**src/rtl/vj_uart_fifo_bridge.sv**
```systemverilog
// vj_uart_fifo_bridge
// Responder for the application-side JTAG UART byte interface. The app
// writes bytes with an active-low strobe into the TX FIFO and reads bytes
// with an active-high strobe from the RX FIFO. The host side (virtual-JTAG
// shift logic) drains TX and fills RX through valid/ready byte streams.
//
// Handshake semantics (both host streams): a byte moves on a rising clock
// edge where valid and ready are both high; the source holds data stable
// while valid is high and ready is low. host_tx_valid_o and host_rx_ready_o
// come straight from registered flags, so neither depends on any input in
// the same cycle. One exception on RX: when the RX FIFO is full and the app
// pops in the same cycle, the incoming host byte is taken into the slot that
// pop frees, even though host_rx_ready_o reads low in that cycle.
//
// App strobes are edge-detected against a one-cycle history register. Only
// the falling edge of nwr_i writes and only the rising edge of rd_i reads,
// so holding a strobe produces a single transfer.
module vj_uart_fifo_bridge #(
    parameter int DATA_W = 8,
    parameter int AW     = 4
) (
    input  logic              clk_i,
    input  logic              nreset_i,
    input  logic              nwr_i,
    input  logic [DATA_W-1:0] data_i,
    input  logic              rd_i,
    output logic [DATA_W-1:0] data_o,
    output logic              txmt,
    output logic              txfl,
    output logic              rxmt,
    output logic              rxfl,
    input  logic [DATA_W-1:0] host_rx_data_i,
    input  logic              host_rx_valid_i,
    output logic              host_rx_ready_o,
    output logic [DATA_W-1:0] host_tx_data_o,
    output logic              host_tx_valid_o,
    input  logic              host_tx_ready_i,
    output logic              ovf_o,
    input  logic              ovf_clr_i
);

    localparam int         DEPTH    = 1 << AW;
    localparam logic [AW:0] FULL_CNT = DEPTH[AW:0];

    // Strobe edge-detect history
    logic              nwr_q, nwr_d;
    logic              rd_q, rd_d;

    // TX FIFO state (app -> host)
    logic [DATA_W-1:0] tx_mem_q [DEPTH];
    logic [AW-1:0]     tx_wr_ptr_q, tx_wr_ptr_d;
    logic [AW-1:0]     tx_rd_ptr_q, tx_rd_ptr_d;
    logic [AW:0]       tx_cnt_q, tx_cnt_d;
    logic              txmt_q, txmt_d;
    logic              txfl_q, txfl_d;

    // RX FIFO state (host -> app)
    logic [DATA_W-1:0] rx_mem_q [DEPTH];
    logic [AW-1:0]     rx_wr_ptr_q, rx_wr_ptr_d;
    logic [AW-1:0]     rx_rd_ptr_q, rx_rd_ptr_d;
    logic [AW:0]       rx_cnt_q, rx_cnt_d;
    logic              rxmt_q, rxmt_d;
    logic              rxfl_q, rxfl_d;

    // App-visible read data and sticky overflow
    logic [DATA_W-1:0] data_q, data_d;
    logic              ovf_q, ovf_d;

    // Per-cycle events
    logic              wr_ev;
    logic              rd_ev;
    logic              tx_push;
    logic              tx_pop;
    logic              rx_push;
    logic              rx_pop;
    logic              ovf_set;

    // Decode strobe edges and decide which FIFO operations happen this cycle.
    // Pops are gated by the registered empty flags; pushes into a full FIFO
    // are allowed only when the same FIFO pops in this cycle.
    always_comb begin
        wr_ev   = ~nwr_i & nwr_q;
        rd_ev   = rd_i & ~rd_q;
        tx_pop  = ~txmt_q & host_tx_ready_i;
        tx_push = wr_ev & (~txfl_q | tx_pop);
        rx_pop  = rd_ev & ~rxmt_q;
        rx_push = host_rx_valid_i & (~rxfl_q | rx_pop);
        ovf_set = (wr_ev & ~tx_push) | (rd_ev & rxmt_q);
    end

    // Next-state for the TX FIFO pointers, count and flags
    always_comb begin
        tx_wr_ptr_d = tx_wr_ptr_q;
        tx_rd_ptr_d = tx_rd_ptr_q;
        tx_cnt_d    = tx_cnt_q;
        if (tx_push) begin
            tx_wr_ptr_d = tx_wr_ptr_q + AW'(1);
        end
        if (tx_pop) begin
            tx_rd_ptr_d = tx_rd_ptr_q + AW'(1);
        end
        case ({tx_push, tx_pop})
            2'b10:   tx_cnt_d = tx_cnt_q + (AW+1)'(1);
            2'b01:   tx_cnt_d = tx_cnt_q - (AW+1)'(1);
            default: tx_cnt_d = tx_cnt_q;
        endcase
        txmt_d = (tx_cnt_d == '0);
        txfl_d = (tx_cnt_d == FULL_CNT);
    end

    // Next-state for the RX FIFO pointers, count and flags
    always_comb begin
        rx_wr_ptr_d = rx_wr_ptr_q;
        rx_rd_ptr_d = rx_rd_ptr_q;
        rx_cnt_d    = rx_cnt_q;
        if (rx_push) begin
            rx_wr_ptr_d = rx_wr_ptr_q + AW'(1);
        end
        if (rx_pop) begin
            rx_rd_ptr_d = rx_rd_ptr_q + AW'(1);
        end
        case ({rx_push, rx_pop})
            2'b10:   rx_cnt_d = rx_cnt_q + (AW+1)'(1);
            2'b01:   rx_cnt_d = rx_cnt_q - (AW+1)'(1);
            default: rx_cnt_d = rx_cnt_q;
        endcase
        rxmt_d = (rx_cnt_d == '0);
        rxfl_d = (rx_cnt_d == FULL_CNT);
    end

    // Next-state for strobe history, app read data and the sticky overflow
    always_comb begin
        nwr_d  = nwr_i;
        rd_d   = rd_i;
        data_d = data_q;
        if (rx_pop) begin
            data_d = rx_mem_q[rx_rd_ptr_q];
        end
        ovf_d = ovf_q;
        if (ovf_set) begin
            ovf_d = 1'b1;
        end else if (ovf_clr_i) begin
            ovf_d = 1'b0;
        end
    end

    // FIFO storage; contents are discarded by resetting pointers, not data
    always_ff @(posedge clk_i) begin
        if (tx_push) begin
            tx_mem_q[tx_wr_ptr_q] <= data_i;
        end
        if (rx_push) begin
            rx_mem_q[rx_wr_ptr_q] <= host_rx_data_i;
        end
    end

    // Control and status registers with asynchronous active-low reset
    always_ff @(posedge clk_i or negedge nreset_i) begin
        if (!nreset_i) begin
            nwr_q       <= 1'b1;
            rd_q        <= 1'b0;
            tx_wr_ptr_q <= '0;
            tx_rd_ptr_q <= '0;
            tx_cnt_q    <= '0;
            txmt_q      <= 1'b1;
            txfl_q      <= 1'b0;
            rx_wr_ptr_q <= '0;
            rx_rd_ptr_q <= '0;
            rx_cnt_q    <= '0;
            rxmt_q      <= 1'b1;
            rxfl_q      <= 1'b0;
            data_q      <= '0;
            ovf_q       <= 1'b0;
        end else begin
            nwr_q       <= nwr_d;
            rd_q        <= rd_d;
            tx_wr_ptr_q <= tx_wr_ptr_d;
            tx_rd_ptr_q <= tx_rd_ptr_d;
            tx_cnt_q    <= tx_cnt_d;
            txmt_q      <= txmt_d;
            txfl_q      <= txfl_d;
            rx_wr_ptr_q <= rx_wr_ptr_d;
            rx_rd_ptr_q <= rx_rd_ptr_d;
            rx_cnt_q    <= rx_cnt_d;
            rxmt_q      <= rxmt_d;
            rxfl_q      <= rxfl_d;
            data_q      <= data_d;
            ovf_q       <= ovf_d;
        end
    end

    assign data_o          = data_q;
    assign txmt            = txmt_q;
    assign txfl            = txfl_q;
    assign rxmt            = rxmt_q;
    assign rxfl            = rxfl_q;
    assign ovf_o           = ovf_q;
    assign host_tx_valid_o = ~txmt_q;
    assign host_rx_ready_o = ~rxfl_q;
    assign host_tx_data_o  = tx_mem_q[tx_rd_ptr_q];

endmodule

```
**config.mk**
```make
export PLATFORM = sky130hd
export DESIGN_NAME = vj_uart_fifo_bridge
export DESIGN_NICKNAME = d
export VERILOG_FILES = /design/src/rtl/vj_uart_fifo_bridge.sv
export SDC_FILE = /design/constraint.sdc
export NUM_CORES = 1
export LEC_CHECK = 0
export BUFFER_PORTS_ARGS = -buffer_cell sky130_fd_sc_hd__buf_2
export CORE_UTILIZATION = 55
export DETAILED_ROUTE_END_ITERATION = 8
export GPL_TIMING_DRIVEN = 0
export PLACE_DENSITY_LB_ADDON = 0.05
export RECOVER_POWER = 25
export SETUP_SLACK_MARGIN = 0.4
export SYNTH_ARGS = -nofsm -noshare
export SYNTH_HDL_FRONTEND = slang
export SYNTH_SLANG_ARGS = --single-unit
```
**constraint.sdc**
```tcl
create_clock -name clk_i -period 2.62 [get_ports clk_i]
set_input_delay 0.131 -clock clk_i [delete_from_list [all_inputs] [get_ports clk_i]]
set_output_delay 0.131 -clock clk_i [all_outputs]
set_load 0.05 [all_outputs]
```
==> metrics.txt, run 1 <==
Final Hold Viols 0; Post-synth EDFFs 256; DRC 0; initial antenna violation count 0; worst vdd ir 0.000696 V; total chip power 16.4 mW; WS Path Type flip-flop to flip-flop; Setup Skew 0.0108 ns; Routed WL approximately 26000 um; FFs w/ async S/R, synth 13.8%; Netlist cell types 43; total number of vias 6289; clock latency on the worst-skew pair 0.54 ns; Worst Setup Slack, final -0.195 ns; antenna viol nets, final 0; Root Buffer clkbuf_16; Synth Register Bits 297; dpl ws -0.587 ns; Syn Area/Cell 19.5 um^2; most frequent cell after synthesis edfxtp_1; YS warnings 0; pwr dens between 1000 and 1500 nW/um^2; CTS Sinks 297; Nets about 800; DR WL/cell 24.8 um; Seq. cell area 8720 um^2; initial cell density of the core 56.7%; Synth Net Count between 600 and 700; Synth area leaders edfxtp_1 64%, mux4_2 10%, dfrtp_1 7.9%; grt ovf 0; violations in the final reports setup timing; Arrival @ worst endpoint 3.27 ns; drt first pass iters 5; cell taking the most area after synthesis edfxtp_1; Ports 46; Placeable Area 21300 um^2; CP endpoint kind flip-flop; relative slew slack 30.8%; Worst Path Required 3.08 ns; Placed Area roughly 13000 um^2; synthesized instance count 619; max-slew violations 0; CTS tree yes; number of global-route vias before repair between 6000 and 7000; first-pass GRT wire length 38800 um; fillers 1346; LEAKAGE 5.10 nW; DIE AREA 22500 um^2; number of port buffers 45; Synth Cell Area 12100 um^2; gr usage total between 20% and 30%; final worst path period share 107%; pin count of the biggest net entering global routing 42; Design Area, Final 14900 um^2; Slew @ Worst Pin 1.04 ns; DRT iter0 DRCs 495; # H-tree levels 1; Max Cap Viol 0; Fin Setup TNS -0.607 ns; main flop type after synthesis edfxtp_1; Max Root-Sink Buffers 3; Crit Path Max Fanout 3; share of the synthesized area in the top cell type 63.7%; Placer Congestion 0.762; FMAX approximately 360 MHz; row cnt 53; area of the multi-input gates 3580 um^2; crit start category flip-flop; status complete, but fails checks; Detail Placement HPWL between 15000 and 20000 um; Worst-path clk slew 0.06 ns; area grow syn2layout 23.4%; Worst Hold Class input pin to flip-flop; # setup viols final 11; Final min period 2.81 ns; RSZ-0062 raised after global routing true; Num CTS Buffers 29; detailed-route vias per instance 5.97; # diodes 0; sequential cell area fraction in the yosys report 72.3%; Die Wd between 150 and 200 um; share of cells above drive strength 1 36.2%; Commonest cells post-synth 256 x edfxtp_1, 55 x mux4_2, 38 x dfrtp_1; die height about 150 um
-- where the power goes --
part           internal (mW)  switching [mW]
sequential              5.74           0.236
clock                   2.13            1.73
combinational           2.98            3.62
-- critical path, cell delays in order, from the launching register on --
cell      delay (ns)
dfstp_2         0.38
or3b_4          0.44
nand2_2         0.08
and2_4          0.13
buf_6           0.11
inv_8           0.03
ha_4            0.15
buf_8           0.12
xor2_4          0.18
ha_4            0.17
o21ai_2         0.06
a221oi_2        0.26
o211ai_1        0.16
xnor2_1         0.26
nor3b_2         0.21
-- layer usage --
layer	track usage [%]	vias to the layer above	part of all wire, %
met3	4.66	31	6.6
met5	0	-	0
met4	5.61	0	1.2
met2	36.4	195	47
met1	37.0	3287	45
li1	-	2776	-
-- cells by family (layout without fill, tap and decap cells) --
kind of cell / count (synthesis) / in the layout / share of synthesized area [%]
DFF: 297 / 297 / 72.3
and+or+nand+nor: 104 / 104 / 4.64
muxes: 90 / 90 / 15.6
buffers and inverters: 56 / 216 / 2.10
AOI/OAI and AO/OA: 34 / 34 / 2.16
xor gates and xnor gates: 22 / 22 / 1.60
adders and majority gates: 16 / 16 / 1.66
-- flip-flops by register name (all words and copies together), names as in the netlist, 5 cells and up --
register  cells
tx_cnt_q      5
data_o        8
rx_mem_q    128
rx_cnt_q      5
tx_mem_q    128
-- cell type report --
type / count / area share (%)
clock buffer: 34 / 5.00
clock inverter: 19 / 0.832
sequential: 297 / 58.6
multi-input combinational: 266 / 24.1
timing repair buffer: 107 / 6.46
buffer: 37 / 2.16
inverter: 19 / 0.597
tap: 275 / 2.31
-- through the flow --
stage | std cells | hold WS, ns | util, %
after global placement | 939 | 0.245 | 60.0
after floorplan | 619 | -0.165 | -
after CTS | 1037 | 0.00387 | 68.3
after global routing | 1054 | 0.0437 | 69.9
final | 1054 | 0.0216 | 69.9
after detailed placement | 943 | 0.252 | 60.2
-- repair_timing --
| item | CTS | global route |
|---|---|---|
| buffers inserted | 27 | 17 |
| hold buffers | 12 | 0 |
| pin swaps | 20 | 23 |
| gates resized for setup | 108 | 54 |
| hold endpoints to repair | 169 | 0 |
| endpoints found under the setup margin | 245 | 243 |
| gates cloned | 2 | 0 |
-- layout by cell type, fill, tap and decap left out, drive strengths merged, types with 3 or more instances in the layout --
master	n
nor3b	6
dfrtp	38
o21ai	6
xnor2	18
nand2b	4
dfstp	3
nand3	4
mux2	10
dlygate4sd3	12
clkinv	14
a221o	8
clkinvlp	5
nor2	14
clkbuf	66
edfxtp	256
nor4	8
ha	16
o221ai	3
buf	100
nor3	20
mux4	72
a21oi	5
mux2i	8
nand2	20
nand4	4
nor2b	6
and2	12
xor2	4
inv	18
-- worst paths after layout --
check	start	endpoint	slack [ns]	cells past startpoint
setup / recovery	rxmt$_DFF_PN1_	rxfl$_DFF_PN0_	-0.19	14
hold / removal	host_tx_ready_i	tx_rd_ptr_q[0]$_DFFE_PN0P_	0.02	4
setup reg to reg	rxmt$_DFF_PN1_	rxfl$_DFF_PN0_	-0.19	14
hold reg to reg	tx_cnt_q[4]$_DFF_PN0_	tx_cnt_q[4]$_DFF_PN0_	0.50	1
max in group asynchronous	nreset_i	rx_wr_ptr_q[3]$_DFFE_PN0P_	1.65	2
min in group asynchronous	nreset_i	tx_rd_ptr_q[3]$_DFFE_PN0P_	0.32	2
No activity file was read; power rests on OpenSTA's default activity.
==> inputs of run 2 (changes only) <==
- CORE_UTILIZATION: 55 -> 61
- clock period: 2.62 -> 2.7 ns (I/O delays scaled with it)
==> run 2 against run 1 <==
Critical endpoint is now rxmt$_DFF_PN1_. Count of clock-buffer cells in the layout is 6 higher. Register-to-register slack better by 0.16 ns. The run still ends with setup timing left. Maximum frequency is 3.0% higher. Critical path type unchanged. Power is 0.32% higher. Global-route usage is 1.5 points higher. Final cell count is 2.0% lower. Combinational power is 3.0% lower. Via count is 0.21% lower.
==> metrics.txt, run 2 (synthesized netlist as in run 1, its figures left out) <==
RSZ-0062 raised after global routing true; min-delay src nwr_i; row cnt 51; fillers 1114; RR Startpoint rxmt$_DFF_PN1_; number of global-route vias before repair around 6400; number of port buffers 45; first-pass GRT wire length 37700 um; total number of vias 6276; DRC 0; # diodes 0; Detail Placement HPWL 15800 um; max-slew violations 0; grt ovf 0; slowest stage delay, CP 0.40 ns; FMAX about 370 MHz; Hold Path End ovf_o$_DFFE_PN0P_; commonest non-fill, non-tap cell in the layout edfxtp_1; reg2reg setup slack -0.03 ns; Arrival @ worst endpoint between 3 and 4 ns; detailed-route vias per instance 6.08; worst vdd ir 0.000978 V; Max Cap Viol 0; CP top delay family simple AND/OR/NAND/NOR gates; WS Path Type flip-flop to flip-flop; antenna viol nets, final 0; Routed WL ~25000 um; violations in the final reports setup timing; Worst R2R End rxmt$_DFF_PN1_; pin count of the biggest net entering global routing 42; pwr dens between 1000 and 1500 nW/um^2; status complete, but fails checks; commonest non-fill, non-tap cells in the layout 256 x edfxtp_1, 55 x mux4_2, 38 x dfrtp_1; reg2reg path depth 15; worst hold slack 0.0443 ns; Ports 46; Crit path depth 15; dpl ws -0.382 ns; Setup Skew 0.0137 ns; # H-tree levels 1; # setup viols final 1; share of cells above drive strength 1 between 30% and 40%; DIE AREA 20300 um^2; DR WL/cell 24.7 um; Critical-path top delay cell or3b_4; Placed Area approximately 13000 um^2; LEAKAGE 5.10 nW; die height ~140 um; CP endpoint kind flip-flop; Die Wd 143 um; final worst path period share 101%; Slew @ Worst Pin 1.05 ns; Worst Setup Slack, final -0.0326 ns; Num CTS Buffers 29; hold path depth 4; Final min period 2.73 ns; Crit path buffers/inverters 4; crit path cell chain or3b_4 > nand2_2 > and2_4 > buf_6 > inv_8 > ha_4 > buf_8 > xor2_4 > ha_4 > o21ai_2 > a221oi_2 > o211ai_1 > xnor2_1 > buf_4 > nor3_2; CTS tree yes; area grow syn2layout 23.1%; total chip power 16.5 mW; Nets ~800; Root Buffer clkbuf_16; clock latency on the worst-skew pair 0.53 ns; CTS Sinks between 200 and 300; gr usage total 25.7%; Design Area, Final 14800 um^2; Seq. cell area 8720 um^2; Max Root-Sink Buffers 3; Worst-path clk slew 0.06 ns; crit start category flip-flop; Fin Setup TNS -0.0326 ns; Worst Hold Class input pin to flip-flop; DRT iter0 DRCs 529; Placer Congestion 0.810; crit path from rxmt$_DFF_PN1_; Placeable Area 19400 um^2; Worst Path Required 3.15 ns; Crit Path Max Fanout 4; Final Hold Viols 0; area of the multi-input gates between 3000 and 4000 um^2; drt first pass iters 5; initial cell density of the core 62.2%; initial antenna violation count 0; relative slew slack 30.2%; Crit path top cell by count ha_4
## run 2: final cells by class
class	instances	share of cell area (%)
multi-input cells	266	23.9
flip-flops and latches	297	58.7
clock buffers	40	5.37
plain buffers	37	2.14
repair buffers	96	5.64
well taps	265	2.23
clock inverters	13	1.43
inverters	19	0.573
## run 2: how the worst max path moves through the flow
stage | end
final | rxmt$_DFF_PN1_
after global routing | rxfl$_DFF_PN0_
after CTS | rxfl$_DFF_PN0_
after detailed placement | rxfl$_DFF_PN0_
after global placement | rx_mem_q[3][7]$_DFFE_PP_
after floorplan | rxfl$_DFF_PN0_
## run 2: worst register-to-register path, cell delays in order (launching register included)
cell and delay [ns]:
dfstp_2 0.37, or3b_4 0.40, nand2_2 0.07, and2_4 0.14, buf_6 0.11, inv_8 0.03
ha_4 0.15, buf_8 0.12, xor2_4 0.17, ha_4 0.17, o21ai_2 0.06, a221oi_2 0.26
o211ai_1 0.15, xnor2_1 0.17, buf_4 0.15, nor3_2 0.14
## run 2: report_power, final
group / switching [mW] / internal, mW
clock network: 1.63 / 2.62
registers: 0.249 / 5.57
logic: 3.49 / 2.92
## run 2: timing repair
action | 4_1_cts | 5_1_grt
setup buffers | 17 | 13
endpoints found under the hold margin | 141 | 0
hold buffers | 12 | 0
pin swaps | 14 | 26
cloned | 2 | 1
gates resized for setup | 105 | 39
endpoints found under the setup margin | 187 | 142
## run 2: layer usage
| layer | routed length, um | vias up | share of wire, % | track usage (%) |
|---|---|---|---|---|
| met4 | 846 | 0 | 3.3 | 7.92 |
| met5 | 0 | - | 0 | 0 |
| met3 | 1030 | 60 | 4.0 | 3.05 |
| met2 | 13800 | 180 | 54 | 47.2 |
| met1 | 9780 | 3282 | 38 | 32.1 |
| li1 | - | 2754 | - | - |
## run 2: stage by stage
step,std cells,util (%)
6_report,1033,76.5
5_1_grt,1033,76.5
3_5_place_dp,935,66.0
3_3_place_gp,929,65.5
4_1_cts,1019,74.7
2_1_floorplan,619,-
